<file path="src/rtl/mem_bus_controller_pkg.sv">
// Shared definitions for the CPU-to-SRAM/UART bus controller:
// access-type encoding, UART register addresses, FSM states and
// address-decode classes.
package mem_bus_controller_pkg;

    localparam int ADDR_W     = 16;
    localparam int DATA_W     = 16;
    localparam int RAM_ADDR_W = 18;

    localparam logic [1:0] MC_NONE  = 2'b00;
    localparam logic [1:0] MC_LOAD  = 2'b01;
    localparam logic [1:0] MC_STORE = 2'b10;

    localparam logic [ADDR_W-1:0] UART_DATA_ADDR = 16'hBF00;
    localparam logic [ADDR_W-1:0] UART_STAT_ADDR = 16'hBF01;

    typedef enum logic [2:0] {
        IDLE,
        A_SETUP,
        A_LATCH,
        A_WE,
        A_HOLD,
        B_SETUP,
        B_LATCH,
        DONE
    } state_t;

    typedef enum logic [1:0] {
        SEL_SRAM,
        SEL_UART_DATA,
        SEL_UART_STAT
    } sel_t;

    // The reserved code 11 behaves exactly like "no access".
    function automatic logic [1:0] norm_op(input logic [1:0] mc);
        return ((mc == MC_LOAD) || (mc == MC_STORE)) ? mc : MC_NONE;
    endfunction

endpackage

</file>
<file path="src/rtl/mem_bus_controller_addr_decoder.sv">
// Combinational classification of a data-port address into
// SRAM, UART data register or UART status register.
module mem_addr_decoder
    import mem_bus_controller_pkg::*;
(
    input  logic [ADDR_W-1:0] i_addr,
    output sel_t              o_sel
);

    // Two fixed UART register addresses; everything else is SRAM.
    always_comb begin
        o_sel = SEL_SRAM;
        if (i_addr == UART_DATA_ADDR) begin
            o_sel = SEL_UART_DATA;
        end else if (i_addr == UART_STAT_ADDR) begin
            o_sel = SEL_UART_STAT;
        end
    end

endmodule

</file>
<file path="src/rtl/mem_bus_controller.sv">
// Serialises one optional CPU data access (A) followed by one instruction
// fetch (B) per CPU cycle onto a single asynchronous SRAM bus shared with
// a UART. All bus strobes and results are registered; stall stays high
// until the DONE cycle.
module mem_bus_controller
    import mem_bus_controller_pkg::*;
(
    input  logic                  clk,
    input  logic                  rst,
    input  logic [ADDR_W-1:0]     Aaddr,
    input  logic [DATA_W-1:0]     dataWrite,
    input  logic [1:0]            memControl,
    input  logic [ADDR_W-1:0]     Baddr,
    output logic [DATA_W-1:0]     AmemRead,
    output logic [DATA_W-1:0]     BmemRead,
    output logic                  stall,
    output logic [RAM_ADDR_W-1:0] ramAddr,
    output logic [DATA_W-1:0]     ramDataOut,
    output logic                  ramDataOe,
    input  logic [DATA_W-1:0]     ramDataIn,
    output logic                  ramEn_n,
    output logic                  ramOe_n,
    output logic                  ramWe_n,
    output logic                  uartRdn,
    output logic                  uartWrn,
    input  logic                  dataReady,
    input  logic                  tbre,
    input  logic                  tsre
);

    state_t              r_state;
    state_t              w_next;
    logic [ADDR_W-1:0]   r_Aaddr;
    logic [ADDR_W-1:0]   r_Baddr;
    logic [DATA_W-1:0]   r_dataWrite;
    logic [1:0]          r_op;

    logic [ADDR_W-1:0]   w_Aaddr;
    logic [ADDR_W-1:0]   w_Baddr;
    logic [DATA_W-1:0]   w_dataWrite;
    logic [1:0]          w_op;
    sel_t                w_sel;

    // Outputs are registered for the state being entered, so on the IDLE
    // exit edge the live CPU inputs are used; afterwards the captured copies.
    assign w_Aaddr     = (r_state == IDLE) ? Aaddr : r_Aaddr;
    assign w_Baddr     = (r_state == IDLE) ? Baddr : r_Baddr;
    assign w_dataWrite = (r_state == IDLE) ? dataWrite : r_dataWrite;
    assign w_op        = (r_state == IDLE) ? norm_op(memControl) : r_op;

    mem_addr_decoder u_dec (
        .i_addr (w_Aaddr),
        .o_sel  (w_sel)
    );

    // Capture the CPU request once per transaction so later input changes are ignored.
    always_ff @(posedge clk) begin
        if (r_state == IDLE) begin
            r_Aaddr     <= Aaddr;
            r_Baddr     <= Baddr;
            r_dataWrite <= dataWrite;
            r_op        <= norm_op(memControl);
        end
    end

    // Sequence: optional A phase (load or store), then the B fetch, then DONE.
    always_comb begin
        w_next = r_state;
        case (r_state)
            IDLE:    w_next = (w_op == MC_NONE) ? B_SETUP : A_SETUP;
            A_SETUP: w_next = (w_op == MC_LOAD) ? A_LATCH : A_WE;
            A_LATCH: w_next = B_SETUP;
            A_WE:    w_next = A_HOLD;
            A_HOLD:  w_next = B_SETUP;
            B_SETUP: w_next = B_LATCH;
            B_LATCH: w_next = DONE;
            DONE:    w_next = IDLE;
            default: w_next = IDLE;
        endcase
    end

    // State register plus registered bus strobes and read results.
    always_ff @(posedge clk) begin
        if (rst) begin
            r_state    <= IDLE;
            ramEn_n    <= 1'b1;
            ramOe_n    <= 1'b1;
            ramWe_n    <= 1'b1;
            uartRdn    <= 1'b1;
            uartWrn    <= 1'b1;
            ramDataOe  <= 1'b0;
            ramAddr    <= '0;
            ramDataOut <= '0;
            AmemRead   <= '0;
            BmemRead   <= '0;
            stall      <= 1'b1;
        end else begin
            r_state   <= w_next;
            ramEn_n   <= 1'b1;
            ramOe_n   <= 1'b1;
            ramWe_n   <= 1'b1;
            uartRdn   <= 1'b1;
            uartWrn   <= 1'b1;
            ramDataOe <= 1'b0;
            stall     <= 1'b1;

            // Read data is sampled on the edge that leaves the latch state.
            if (r_state == A_LATCH) begin
                case (w_sel)
                    SEL_UART_DATA: AmemRead <= {8'h00, ramDataIn[7:0]};
                    SEL_UART_STAT: AmemRead <= {14'b0, dataReady, tbre & tsre};
                    default:       AmemRead <= ramDataIn;
                endcase
            end
            if (r_state == B_LATCH) begin
                BmemRead <= ramDataIn;
            end

            case (w_next)
                A_SETUP, A_LATCH, A_WE, A_HOLD: begin
                    ramAddr <= {2'b00, w_Aaddr};
                    if (w_op == MC_STORE) begin
                        ramDataOut <= w_dataWrite;
                        // The status register is read-only: no bus activity at all.
                        if (w_sel != SEL_UART_STAT) begin
                            ramDataOe <= 1'b1;
                        end
                        if (w_sel == SEL_SRAM) begin
                            ramEn_n <= 1'b0;
                            if (w_next == A_WE) begin
                                ramWe_n <= 1'b0;
                            end
                        end else if ((w_sel == SEL_UART_DATA) && (w_next == A_WE)) begin
                            uartWrn <= 1'b0;
                        end
                    end else begin
                        if (w_sel == SEL_SRAM) begin
                            ramEn_n <= 1'b0;
                            ramOe_n <= 1'b0;
                        end else if (w_sel == SEL_UART_DATA) begin
                            uartRdn <= 1'b0;
                        end
                    end
                end
                B_SETUP, B_LATCH: begin
                    ramAddr <= {2'b00, w_Baddr};
                    ramEn_n <= 1'b0;
                    ramOe_n <= 1'b0;
                end
                DONE: begin
                    stall <= 1'b0;
                end
                default: begin
                end
            endcase
        end
    end

endmodule

</file>
<file path="config.mk">
export PLATFORM = sky130hd
export DESIGN_NAME = mem_bus_controller
export DESIGN_NICKNAME = d
export VERILOG_FILES = /design/src/rtl/mem_bus_controller_pkg.sv /design/src/rtl/mem_bus_controller_addr_decoder.sv /design/src/rtl/mem_bus_controller.sv
export SDC_FILE = /design/constraint.sdc
export NUM_CORES = 1
export LEC_CHECK = 0
export CORE_MARGIN = 1.5
export CORE_UTILIZATION = 42
export DETAILED_ROUTE_END_ITERATION = 12
export PLACE_DENSITY = 0.85
export SYNTH_ARGS = -nofsm -noshare
export SYNTH_HDL_FRONTEND = slang
export SYNTH_SLANG_ARGS = --single-unit
</file>
<file path="constraint.sdc">
create_clock -name clk -period 1.9 [get_ports clk]
set_input_delay 0.19 -clock clk [delete_from_list [all_inputs] [get_ports clk]]
set_output_delay 0.19 -clock clk [all_outputs]
set_load 0.1 [all_outputs]
</file>
==> flow_summary.ini, run 1 <==
[worst_setup_path]
reg2reg_from = r_Aaddr[4]
reg2reg_to = AmemRead[6]
reg2reg_depth = 6
crit_path_end_kind = register
critPathTopFamily = simple AND/OR/NAND/NOR gates
slowest_stage = or4b_4
cpPeakStageDelay_ns = 0.55
crit_path_start_kind = register
crit_type = register to register
cp_data_arrival_time_ns = 2.26
cp_num_buf_inv = 1
r2r_slack_ns = 0.02
path_cells = or4b_4 > nor4_4 > o211ai_4 > buf_12 > nand3_1 > a21oi_1
worstPathRequired_ns = 2.29
path_max_fanout = 7

[grt]
grt_pass1_vias = 3993
use_met3 = 0.0585
busiest_layer = met2
overflow = 0
use_met2 = 0.382
use_met1 = 0.246
grt_pass1_wl_mm = 19.4
antenna_found_initial = 0
grt_usage = 0.216
grt_max_degree = 30

[floorplan]
ios = 144
core_area_sq_um = 10800
num_rows = 38
dieArea_sq_um = 11700
die_y_um = 108
initial_core_util = 0.431
die_w_um = 108

[min_path]
hold_depth = 2
hold_path_end = ramDataOut[5]
min_from = rst
hold_path.class = input port to register

[place]
pre_cts_ws_ns = -0.0584
hpwl_mm = 8.62
place_congestion = 0.796
port_buffers = 141

[run]
cap_violations = 0

[power]
netSwitchingFraction = 0.348
pwr-share-comb = 0.303
ir_drop_v = 0.000674
p_total_mw = 9.37
power_density_nw_per_um2 = 1380
p_int_mw = 6.11
switching_power_mw = 3.26
seq_power_share = 0.354
p_leak_nw = 2.77
p_clk_frac = 0.344

[yosys]
syn-cell-area_sq_um = 4650
synth_edf_count = 0
synth_warnings = 0
yosysSeqAreaShare = 0.534
async_flop_share = 0
ys_ff_latch = 124
ys.flop_type = dfxtp_1
synth_top_area_share = 0.534
syn_area_per_cell_sq_um = 9.85
synthTopCellsByArea = dfxtp_1, mux2_2, nand2_1
yosysTopAreaCell = dfxtp_1
postSynthCellCount = 472
synth_cell_types = 42

[layout]
areaGrowthSynthToFinish_pct = 45.5
drive_gt1_frac = 0.309
fill_cells = 862
final_common_cell = dfxtp_1
antenna_cells = 0
finish.utilization = 0.627
final_cell_mix = dfxtp_1, buf_4, nand2_1
nets = 695

[sta]
rsz0062_at_grt = true
whs_ns = 0.162
period_minus_slack_ns = 1.88
setup_ws_ns = 0.0237
hold_viol = 0
worst_slew_pin_slew_ns = 0.580
slew_headroom = 0.613
skew_ns = 0.00732
timing.fmax_ghz = 0.533
fin_crit_sh = 0.988
maxSlewViolCount = 0
timing.setup.tns_ns = 0
setup_viol = 0

[cts]
cts_tree = built
numCtsBuffers = 17
htree_levels = 4
cts_buffer_depth = 2
cts-root-buf = clkbuf_8
insertion_delay_ns = 0.51
cts.sinks = 124
cts.reportedPaths.clkPinSlew_ns = 0.06

[routing]
wl_per_cell_um = 15.9
first_pass_iters = 5
vias_per_cell = 5.13
routed_wl_mm = 12.4
antenna_left = 0
drt_iter0_drc = 164
num_vias = 3988
drc_errors = 0

[outcome]
outcome = finished clean
sequential cells by signal (all words and copies together) (netlist names):
signal	flops
r_state	3
r_dataWrite	16
ramDataOe	1
r_op	2
AmemRead	16
uartWrn	1
ramOe_n	1
BmemRead	16
r_Aaddr	16
ramEn_n	1
stall	1
ramAddr	16
ramDataOut	16
uartRdn	1
ramWe_n	1
r_Baddr	16
cells by family after synthesis:
family	after synthesis	share of synthesized area
mux	66	0.156
other cells	1	0.000807
compound gates	77	0.0988
buf+inv	36	0.0393
flops	124	0.534
xor+xnor	1	0.00188
simple gates	167	0.169
final cells by class:
type	count	area, sq um	share of cell area
Sequential cell	124	2480	0.367
Inverter	2	7.51	0.00111
Clock buffer	18	428	0.0632
Multi-Input combinational cell	313	2030	0.301
Timing Repair Buffer	166	1470	0.217
Tap cell	140	175	0.0259
Clock inverter	14	169	0.0250
layer usage:
| metal | up-vias | share of wire |
|---|---|---|
| li1 | 1918 | - |
| met1 | 1918 | 0.39 |
| met2 | 132 | 0.53 |
| met3 | 20 | 0.054 |
| met4 | 0 | 0.020 |
| met5 | - | 0 |
how the worst max path moves through the flow:
stage | from | slack, ns | to | cells after the start
2_1_floorplan | r_state[0] | 0.03 | ramDataOut[0] | 7
3_3_place_gp | r_state[1] | -0.01 | ramDataOut[6] | 7
3_5_place_dp | Aaddr[10] | -0.06 | AmemRead[0] | 6
4_1_cts | r_Aaddr[4] | 0.01 | AmemRead[0] | 5
5_1_grt | r_Aaddr[4] | -0.05 | AmemRead[0] | 5
6_report | r_Aaddr[4] | 0.02 | AmemRead[6] | 6
through the flow:
step                      instances  area [sq um]
after floorplan                 473          4650
after global placement          743          6100
after detailed placement        743          6100
after CTS                       775          6700
after global routing            777          6770
final                           777          6770
synthesized netlist by cell type, drive strengths merged (3+ instances only):
cell type / instances
a21oi: 51
mux2: 49
nor4bb: 4
dfxtp: 124
o21ai: 5
nand2: 87
a21o: 16
nor3: 3
nor2: 25
clkbuf: 20
nand3: 32
mux2i: 17
buf: 14
timing repair:
action,4_1_cts,5_1_grt
pin swaps,0,5
setup buffers,0,2
hold buffers,0,0
resized for setup,1,13
endpoints found under the setup margin,17,50
power groups by stage:
stage / Sequential [mW] / Combinational, mW / Clock (mW)
after global routing: 3.36 / 2.98 / 3.41
after detailed placement: 3.36 / 2.78 / 0
after global placement: 3.32 / 2.72 / 0
after CTS: 3.31 / 2.81 / 3.28
after floorplan: 4.37 / 1.05 / 0
final: 3.31 / 2.84 / 3.22
(Power assumes the default switching activity.)
==> run 2: changes to the inputs <==
TNS_END_PERCENT = 1   (was default)
==> run 2 against run 1 <==
  * Register-to-register slack lost 0.02 ns
  * Fmax is 0.81% lower
  * Non-clock buffer count shrank 2
  * Setup slack lost 0.015 ns
  * Cell area fell by 0.31%
  * First-iteration DRC count down 13%
  * Sequential share of layout area is 0.13 points higher
==> flow_summary.ini, run 2 (synthesized netlist as in run 1, its figures left out) <==
[floorplan]
core_area_sq_um = 10800
dieArea_sq_um = 11700
num_rows = 38
die_y_um = 108
ios = 144
initial_core_util = 0.431
die_w_um = 108

[sta]
maxSlewViolCount = 0
hold_viol = 0
rsz0062_at_grt = true
worst_slew_pin_slew_ns = 0.596
timing.fmax_ghz = 0.529
fin_crit_sh = 0.996
period_minus_slack_ns = 1.89
skew_ns = 0.0116
slew_headroom = 0.601
setup_viol = 0
setup_ws_ns = 0.00839
timing.setup.tns_ns = 0

[min_path]
hold_depth = 2
hold_path.class = input port to register

[routing]
drc_errors = 0
drt_iter0_drc = 143
vias_per_cell = 5.09
antenna_left = 0
num_vias = 3943
routed_wl_mm = 12.3
wl_per_cell_um = 15.8
first_pass_iters = 4

[cts]
cts.reportedPaths.clkPinSlew_ns = 0.06
insertion_delay_ns = 0.51
htree_levels = 4
cts_tree = built
cts.sinks = 124
cts-root-buf = clkbuf_8
cts_buffer_depth = 2
post_cts_buffers = 0
numCtsBuffers = 17

[power]
pwr-share-comb = 0.302
p_leak_nw = 2.76
switching_power_mw = 3.25
p_int_mw = 6.10
netSwitchingFraction = 0.348
power_density_nw_per_um2 = 1390
p_total_mw = 9.36
p_clk_frac = 0.344
seq_power_share = 0.354
ir_drop_v = 0.000675

[grt]
grt_max_degree = 30
grt_pass1_wl_mm = 19.4
grt_usage = 0.216
use_met3 = 0.0585
busiest_layer = met2
use_met1 = 0.246
overflow = 0
grt_pass1_vias = 3993
antenna_found_initial = 0
use_met2 = 0.382

[worst_setup_path]
reg2reg_depth = 7
slowest_stage = nor3_4
cpPeakStageDelay_ns = 0.37
crit_path_start_kind = register
worstPathRequired_ns = 2.29
crit_type = register to register
path_cells = nor3_4 > buf_4 > buf_4 > mux2_2 > nand2_1 > a21o_1 > a21oi_1
cp_common_cell = buf_4
r2r_slack_ns = 0.008
path_max_fanout = 10
cp_data_arrival_time_ns = 2.29
crit_path_end_kind = register

[layout]
antenna_cells = 0
nets = 693
final_cell_mix = dfxtp_1, buf_4, nand2_1
fill_cells = 864
areaGrowthSynthToFinish_pct = 45.1
drive_gt1_frac = 0.304
layoutNonFillerInstCount = 775
final_common_cell = dfxtp_1
stdcell_area_sq_um = 6750

[place]
pre_cts_ws_ns = -0.0584
hpwl_mm = 8.62
placed_cell_area_sq_um = 6100
port_buffers = 141
place_congestion = 0.796
dp.cells = 743

[outcome]
outcome = finished clean

[run]
cap_violations = 0
==> run 2: layout make-up <==
cell class | instances | area (sq um) | share of cell area
flip-flops and latches | 124 | 2480 | 0.368
inverters | 2 | 7.51 | 0.00111
clock inverters | 14 | 169 | 0.0250
repair buffers | 164 | 1460 | 0.216
well taps | 140 | 175 | 0.0260
clock buffers | 18 | 428 | 0.0634
multi-input cells | 313 | 2020 | 0.300
==> run 2: path summary, 6_finish.rpt <==
path,start,to
hold / removal,rst,ramDataOut[5]
hold reg to reg,BmemRead[10],BmemRead[10]
setup / recovery,r_state[2],ramAddr[6]
setup reg to reg,r_state[2],ramAddr[6]
==> run 2: power groups by stage <==
| stage | Sequential, mW | Combinational (mW) | Clock (mW) |
|---|---|---|---|
| 5_1_grt | 3.36 | 2.97 | 3.41 |
| 3_3_place_gp | 3.32 | 2.72 | 0 |
| 2_1_floorplan | 4.37 | 1.05 | 0 |
| 4_1_cts | 3.31 | 2.81 | 3.28 |
| 6_report | 3.31 | 2.83 | 3.22 |
| 3_5_place_dp | 3.36 | 2.78 | 0 |
==> run 2: worst max-delay path, delay by kind of cell, from the launching register on <==
family,cells,cell delay [ns]
muxes,1,0.37
and+or+nand+nor,2,0.46
DFF,1,0.33
buffers and inverters,2,0.40
AOI/OAI and AO/OA,2,0.20
==> run 2: what timing repair did <==
action | 4_1_cts | 5_1_grt
resized for setup | 1 | 12
pin swaps | 0 | 2
endpoints found under the hold margin | 0 | 0
hold buffers | 0 | 0
endpoints found under the setup margin | 17 | 50
==> run 2: layer usage <==
metal  up-vias  wire length [um]
met5         -                 0
met2       119              6480
met1      1886              4990
li1       1922                 -
met3        16               600
met4         0               195
==> run 2: metrics by stage <==
step	util	hold slack, ns
after global routing	0.625	0.168
after detailed placement	0.565	0.451
after CTS	0.621	0.138
after floorplan	-	0.326
final	0.625	0.166
after global placement	0.565	0.442
